[config.mk]
export PLATFORM = sky130hd
export DESIGN_NAME = pf_req_handler
export DESIGN_NICKNAME = d
export VERILOG_FILES = /design/src/rtl/pf_req_handler.sv
export SDC_FILE = /design/constraint.sdc
export NUM_CORES = 2
export LEC_CHECK = 0
export BUFFER_PORTS_ARGS = -buffer_cell sky130_fd_sc_hd__buf_2
export CORE_ASPECT_RATIO = 1.1
export CORE_MARGIN = 2
export CORE_UTILIZATION = 59
export DETAILED_ROUTE_END_ITERATION = 6
export PLACE_DENSITY_LB_ADDON = 0.15
export REMOVE_ABC_BUFFERS = 1
export SYNTH_ARGS = -nofsm -noshare
export SYNTH_HDL_FRONTEND = slang
export SYNTH_SLANG_ARGS = --single-unit
[constraint.sdc]
create_clock -name clk -period 12.41 [get_ports clk]
set_input_delay 1.241 -clock clk [delete_from_list [all_inputs] [get_ports clk]]
set_output_delay 1.241 -clock clk [all_outputs]
set_load 0.02 [all_outputs]
[src/rtl/pf_req_handler.sv]
// pf_req_handler: queues I-cache prefetch misses, issues them to memory and fills the cache on completion.
module pf_req_handler #(
    parameter int QDEPTH = 4,
    parameter bit EN     = 1'b1
) (
    input  logic        clk,
    input  logic        reset,
    input  logic        pf_request_valid,
    input  logic [63:0] pf_requested_addr,
    output logic        icache_pf_stall,
    input  logic        pf_flush,
    input  logic        pf_lookup_hit,
    input  logic        demand_mem_busy,
    output logic [1:0]  proc2mem_command,
    output logic [63:0] proc2mem_addr,
    input  logic [3:0]  mem2proc_response,
    input  logic [3:0]  mem2proc_tag,
    input  logic [63:0] mem2proc_data,
    output logic        pf_wr_en,
    output logic [63:0] pf_wr_addr,
    output logic [63:0] pf_wr_data
);
    localparam logic [1:0] BUS_NONE = 2'd0;
    localparam logic [1:0] BUS_LOAD = 2'd1;
    localparam int AW = $clog2(QDEPTH);

    logic [60:0]   fifo [QDEPTH];
    logic [60:0]   mshr_addr [16];
    logic [15:0]   mshr_valid;
    logic [AW-1:0] head, tail;
    logic [AW:0]   count;
    logic [60:0]   blk;
    logic          full, issue, accept, comp, dup, enq, unused_lo;

    assign blk       = pf_requested_addr[63:3];
    assign unused_lo = ^pf_requested_addr[2:0];
    assign full      = count == (AW+1)'(QDEPTH);
    // reset gates the combinational outputs so nothing leaks from pre-reset state
    assign issue     = EN && !reset && count != '0 && !demand_mem_busy;
    assign accept    = issue && mem2proc_response != 4'd0;
    assign comp      = !reset && mem2proc_tag != 4'd0 && mshr_valid[mem2proc_tag];

    always_comb begin
        dup = 1'b0;
        for (int i = 0; i < QDEPTH; i++)
            if ({1'b0, AW'(i) - head} < count && fifo[i] == blk) dup = 1'b1;
        for (int i = 1; i < 16; i++)
            if (mshr_valid[i] && mshr_addr[i] == blk) dup = 1'b1;
    end

    assign enq = EN && pf_request_valid && !pf_lookup_hit && !pf_flush && !full && !dup;

    assign icache_pf_stall  = !reset && full;
    assign proc2mem_command = issue ? BUS_LOAD : BUS_NONE;
    assign proc2mem_addr    = issue ? {fifo[head], 3'b0} : 64'd0;
    assign pf_wr_en         = comp;
    assign pf_wr_addr       = comp ? {mshr_addr[mem2proc_tag], 3'b0} : 64'd0;
    assign pf_wr_data       = comp ? mem2proc_data : 64'd0;

    always_ff @(posedge clk) begin
        if (reset) begin
            head       <= '0;
            tail       <= '0;
            count      <= '0;
            mshr_valid <= '0;
        end else begin
            // clear before set so a same-tag accept wins over its own completion
            if (comp) mshr_valid[mem2proc_tag] <= 1'b0;
            if (accept) begin
                mshr_valid[mem2proc_response] <= 1'b1;
                mshr_addr[mem2proc_response]  <= fifo[head];
            end
            if (enq) fifo[tail] <= blk;
            head  <= pf_flush ? '0 : head + AW'(accept);
            tail  <= pf_flush ? '0 : tail + AW'(enq);
            count <= pf_flush ? '0 : count + (AW+1)'(enq) - (AW+1)'(accept);
        end
    end
endmodule

Yosys cells after proc, flatten, opt, wreduce, memory -nomap -nowiden
Memory sizes are Yosys's and may differ from the RTL's. A register that Yosys moved wholly into a read port is not among the register bits.
Cells that the tools add are included.

operators by class
  add/subtract/negate cells = 8
  magnitude comparators = 8
  eq/ne operators = 20
  muxes and demuxes = 39
  bitwise logic cells = 3
  reduce and logical (&&, ||, !) cells = 41

operators by type and width
  cell                   count
  $eq A61 B61 Y1         19
  $mux W64               3
  $mux W16               3
  $logic_and A1 B1 Y1    31
  $mux W1                29
  $and A16 B16 Y16       1
  $not A16 Y16           1
  $or A16 B16 Y16        1
  $lt A2 B3 Y1           4
  $lt A4 B5 Y1 const B   2
  $demux W1 S4           2
  $ge A4 B1 Y1 const B   2
  $reduce_bool A4 Y1     2
  $logic_not A1 Y1       6
  $add A2 B1 Y2          2
  $bmux W1 S4            1
  $sub A1 B2 Y2 const A  2
  $sub A2 B2 Y2 const A  2
  $add A3 B1 Y3          1
  $eq A3 B3 Y1 const B   1
  $reduce_bool A3 Y1     1
  $sub A3 B1 Y3          1
  $mux W2                1
  $reduce_or A2 Y1       1

word-level totals
  flip-flop bits (word level) = 23
  memory bits (writable) = 1220
  output and inout port bits = 196
  memories kept = 2

memory list
  memory     depth  width  read ports  clocked after Yosys merged registers in  wr ports  RTL line  RTL
  mshr_addr  16     61     16          0                                        1         28        logic [60:0] mshr_addr [16];
  fifo       4      61     5           1                                        1         27        logic [60:0] fifo [QDEPTH];

Logic depth before layout (Yosys ltp)
  depth in word-level cells = 27
  depth in mapped cells = 17
  mapped depth without buffers = 15

Worst setup path after synthesis
OpenSTA, ideal clock, no wires.

  path kind = input to register
  start point = input port demand_mem_busy
  end point = memory mshr_addr[4][0] (enable)
  library setup time = 0.556 ns
  data arrival time = 6.132 ns
  required time = 11.854 ns
  path slack = 5.722 ns
  stages on the path = 4
  path through = nor3_1 -> nand2_1 -> or2_2 -> nor3_1

on the way
  longest elaborated chain between the ends = 6

ends and longest elaborated chain
  item                           RTL line  RTL
  start: declaration             13        input logic demand_mem_busy,
  $logic_not A1 Y1               39        assign issue = EN && !reset && count != '0 && !demand_mem_busy;
  $logic_and A1 B1 Y1            39
  $logic_and A1 B1 Y1            40        assign accept = issue && mem2proc_response != 4'd0;
  $mux W1                        69        if (accept) begin
  $mux W1                        61        if (reset) begin
  $mux W1 (implied by the code)  71        mshr_addr[mem2proc_response] <= fifo[head];
  end: declaration               28

Every way passes these cells.

Final worst setup path
  start point = input port mem2proc_tag[0]
  end point = output port pf_wr_addr[18]

on the way
  longest elaborated chain between the ends = 4
  elaborated cells between the ends (all ways) = 7
  classes of those cells = 3 x mux; 3 x reduce/logical; 1 x memory

ends and longest elaborated chain
  item                                                                  RTL line  RTL
  start: declaration                                                    17        input logic [3:0] mem2proc_tag,
  $bmux W1 S4 or $reduce_bool A4 Y1 (tied branches)                     41        assign comp = !reset && mem2proc_tag != 4'd0 && mshr_valid[mem2proc_tag];
  $mux W1 (implied by the code) or $logic_and A1 B1 Y1 (tied branches)  41
  $logic_and A1 B1 Y1                                                   41
  $mux W64 (*)                                                          57        assign pf_wr_addr = comp ? {mshr_addr[mem2proc_tag], 3'b0} : 64'd0;
  end: declaration                                                      20        output logic [63:0] pf_wr_addr,

Mark *: on every way between the ends. The rest lies on a longest branch, timed or not. The select of a mux whose other input is x is not followed.

==> impl_metrics.yaml <==
placement:
  dp_hpwl_um: 212000
  dp_worst_setup_slack_ps: 6170
  detailed_place.area_mm2: 0.0648
  numPortBuffers: 327
  gp_congestion: 1.12
layout:
  fillerInstances: 7120
  layout_cell_share_with_drive_strength_beyond_1: 0.236
  multi_input_area_mm2: 0.0232
  final_util: 0.666
  nNetsFinal: 4382
  stdcell_area_mm2: 0.0691
  syn_to_final_growth_pct: 12.0
  register_area_mm2: 0.0371
min_path:
  hold_depth: 1
  worstHoldEndpoint: "tail[0]"
  type_of_the_tightest_min_delay_check: "reg -> reg"
  worst_hold_startpoint: "tail[0]"
clock_tree:
  cts_num_sinks: 1242
  post-cts-setup-buffer-count: 0
  clk-insertion-delay-late_ps: 800
  cts_resized: 0
  clkTransAtPathRegs_ps: 50
  tritoncts_clock_tree: "done"
  ctsLongestPathBuffers: 3
  cts_made_buffers: 133
  cts.root.buffer_cell: "sky130_fd_sc_hd__clkbuf_16"
  htree_levels: 4
  cts-hold-fix-buffers: 0
timing:
  layout_worst_path_cycle_share: 0.467
  rsz0062_at_grt: "no"
  relSlewSlack: -0.0766
  fmaxAchievable_mhz: 172
  post-route-worst-setup-slack_ps: 6610
  final-hold-violation-count: 0
  setup_violations: 0
  worst-slew-pin-transition_ps: 1610
  finalWorstPathRequiredPeriod_ps: 5800
  finalSetupTns_ps: 0
  final_max_slew_viol_count: 4
  skew_ps: 34.9
  hold-worst-slack_ps: 519
yosys:
  synth-async-reset-ratio: 0
  syn_inst: 3867
  syn_area_mm2: 0.0617
  synth.area.top_cells: "sky130_fd_sc_hd__edfxtp_1 59%, sky130_fd_sc_hd__mux4_2 13%, sky130_fd_sc_hd__xnor2_1 7.5%"
  yosys.area.top_type: "sky130_fd_sc_hd__edfxtp_1"
  postSynth.topFlopCell: "sky130_fd_sc_hd__edfxtp_1"
  ys_seq_elements: 1242
  synth.yosys.warnings: 0
  synth-edff-count: 1220
  synth_top_area_share: 0.593
  synthTopCellsByCount: "1220 x sky130_fd_sc_hd__edfxtp_1, 527 x sky130_fd_sc_hd__xnor2_1, 426 x sky130_fd_sc_hd__xor2_1"
  syn_avg_cell_area_um2: 16.0
  top_count_cell_post_synth: "sky130_fd_sc_hd__edfxtp_1"
  synth_sequential_area_ratio: 0.601
  yosys.cell_types.count: 68
drt:
  dr.first_iter.drc_count: 8395
  post-route-drc-count: 0
  routedWlPerCell_um: 49.6
  antenna_left: 0
  drt_pass1_iterations: 7
  wirelength_um: 285000
  routed_via_density: 7.45
  detailroute.via_count: 42700
worst_setup_path:
  r2r-start: "mshr_addr[11][21]"
  reg2reg_depth: 14
  critPathCaptureType: "primary output"
  cp_max_fo: 73
  timing.reg2reg.setup_slack_ps: 7210
  timing.critical_path.from_type: "input port"
  timing_worst_setup_path_type: "in -> out"
  worstPathRequired_ps: 11170
  timing.critical_path.arrival_ps: 4560
  crit-reg2reg-capture: "count[2]"
global_routing:
  initial_antenna_violation_count: 25
  grt_max_degree: 127
  vias_in_the_first_global_route: 40000
  grt_first_pass_wirelength_um: 367000
  grt_overflow_total: 0
  grt_use_total: 0.531
floorplan:
  dieArea_mm2: 0.107
  placement_rows: 124
  die_w_um: 312
  dieHeight_um: 343
  floorplan.initialDensity: 0.595
  coreArea_mm2: 0.104
  io_pins: 338
outcome:
  failed_checks: "capacitance limit, slew limit"
  run_status: "complete, but fails checks"
power_and_ir_drop:
  power_leakage_nw: 23.2
  powerDensity_mw_per_mm2: 137
  irDropWorstVdd_mv: 0.133
run:
  timing.max_cap.violations: 3
## worst max-delay path by stage
stage | start | endpoint | slack [ps] | cells past startpoint
after floorplan | demand_mem_busy | mshr_addr[4][0] | 3280 | 4
after global placement | pf_requested_addr[24] | count[2] | 6230 | 15
after detailed placement | pf_requested_addr[24] | count[2] | 6170 | 15
after CTS | mem2proc_tag[0] | pf_wr_addr[18] | 6480 | 7
after global routing | mem2proc_tag[0] | pf_wr_addr[18] | 6420 | 7
final | mem2proc_tag[0] | pf_wr_addr[18] | 6610 | 7
## sequential cells by signal, summed over array words and instances, names as in the netlist
register / cells
count: 3
fifo: 244
head: 2
mshr_addr: 976
mshr_valid: 15
tail: 2
## cell type report
cell class                      instances  share of cell area
Sequential cell                      1242               0.536
Timing Repair Buffer                  423              0.0349
Multi-Input combinational cell       2327               0.335
Clock buffer                          172              0.0534
Tap cell                             1386              0.0251
Clock inverter                         66             0.00885
Antenna cell                           12            0.000434
Inverter                              106             0.00608
## metrics by stage
| step | total power, W | instances |
|---|---|---|
| floorplan | 0.00501 | 3675 |
| global placement | 0.00549 | 5483 |
| detailed placement | 0.00550 | 5483 |
| CTS | 0.00942 | 5721 |
| global route | 0.00960 | 5722 |
| finish | 0.00950 | 5734 |
## cells in the final DEF (no fill, tap or decap), types with 5 or more instances in the layout
cell                        instances
sky130_fd_sc_hd__a2111oi_0          6
sky130_fd_sc_hd__a21oi_1           24
sky130_fd_sc_hd__a221o_1            5
sky130_fd_sc_hd__a221oi_1          13
sky130_fd_sc_hd__a22o_1            31
sky130_fd_sc_hd__a22oi_1           12
sky130_fd_sc_hd__and2_1            65
sky130_fd_sc_hd__and3_1           126
sky130_fd_sc_hd__buf_2            324
sky130_fd_sc_hd__buf_4             94
sky130_fd_sc_hd__bufinv_16          9
sky130_fd_sc_hd__clkbuf_1          26
sky130_fd_sc_hd__clkbuf_16        141
sky130_fd_sc_hd__clkbuf_8           5
sky130_fd_sc_hd__clkinv_1          30
sky130_fd_sc_hd__clkinv_2          28
sky130_fd_sc_hd__conb_1            68
sky130_fd_sc_hd__dfxtp_1           20
sky130_fd_sc_hd__diode_2           12
sky130_fd_sc_hd__edfxtp_1        1220
sky130_fd_sc_hd__ha_1               6
sky130_fd_sc_hd__inv_1             82
sky130_fd_sc_hd__inv_2              7
sky130_fd_sc_hd__mux4_2           369
sky130_fd_sc_hd__nand2_1           24
sky130_fd_sc_hd__nand2b_1          43
sky130_fd_sc_hd__nand3_1           16
sky130_fd_sc_hd__nand4_1          165
sky130_fd_sc_hd__nor2_1            18
sky130_fd_sc_hd__nor2b_1            9
sky130_fd_sc_hd__nor3_1            17
sky130_fd_sc_hd__nor4_1           161
sky130_fd_sc_hd__o2111ai_1         15
sky130_fd_sc_hd__o21ai_0           20
sky130_fd_sc_hd__o221ai_1           9
sky130_fd_sc_hd__o22ai_1           56
sky130_fd_sc_hd__o2bb2ai_1         36
sky130_fd_sc_hd__xnor2_1          524
sky130_fd_sc_hd__xor2_1           426
## cells by family (layout without fill, tap and decap cells)
logic type | Yosys count | count (layout) | share of synthesized area
other | 1 | 80 | 0.0000607
xor gates and xnor gates | 953 | 953 | 0.135
and+or+nand+nor | 675 | 675 | 0.0667
AOI/OAI and AO/OA | 253 | 253 | 0.0309
adders and majority gates | 7 | 7 | 0.00154
muxes | 371 | 371 | 0.135
buffers and inverters | 365 | 767 | 0.0299
DFF | 1242 | 1242 | 0.601
## per-layer routing
layer  global-route usage  part of all wire  up-vias
met4                0.536              0.13        6
met3                0.178              0.14     1091
met1                0.609              0.30    21500
li1                     -                 -    15800
met2                0.771              0.43     4276
met5                    0           0.00014        -
## worst max-delay path, stage by stage
cell	delay [ps]
sky130_fd_sc_hd__buf_8	540
sky130_fd_sc_hd__buf_12	440
sky130_fd_sc_hd__buf_4	660
sky130_fd_sc_hd__mux4_2	720
sky130_fd_sc_hd__mux4_2	520
sky130_fd_sc_hd__and3_1	190
sky130_fd_sc_hd__buf_2	170
## power by group
part | internal [W] | switching (W)
combinational | 0.000258 | 0.000608
clock | 0.00229 | 0.00175
sequential | 0.00459 | 0.00000801
Note: power is estimated with default switching activity, not from simulation.
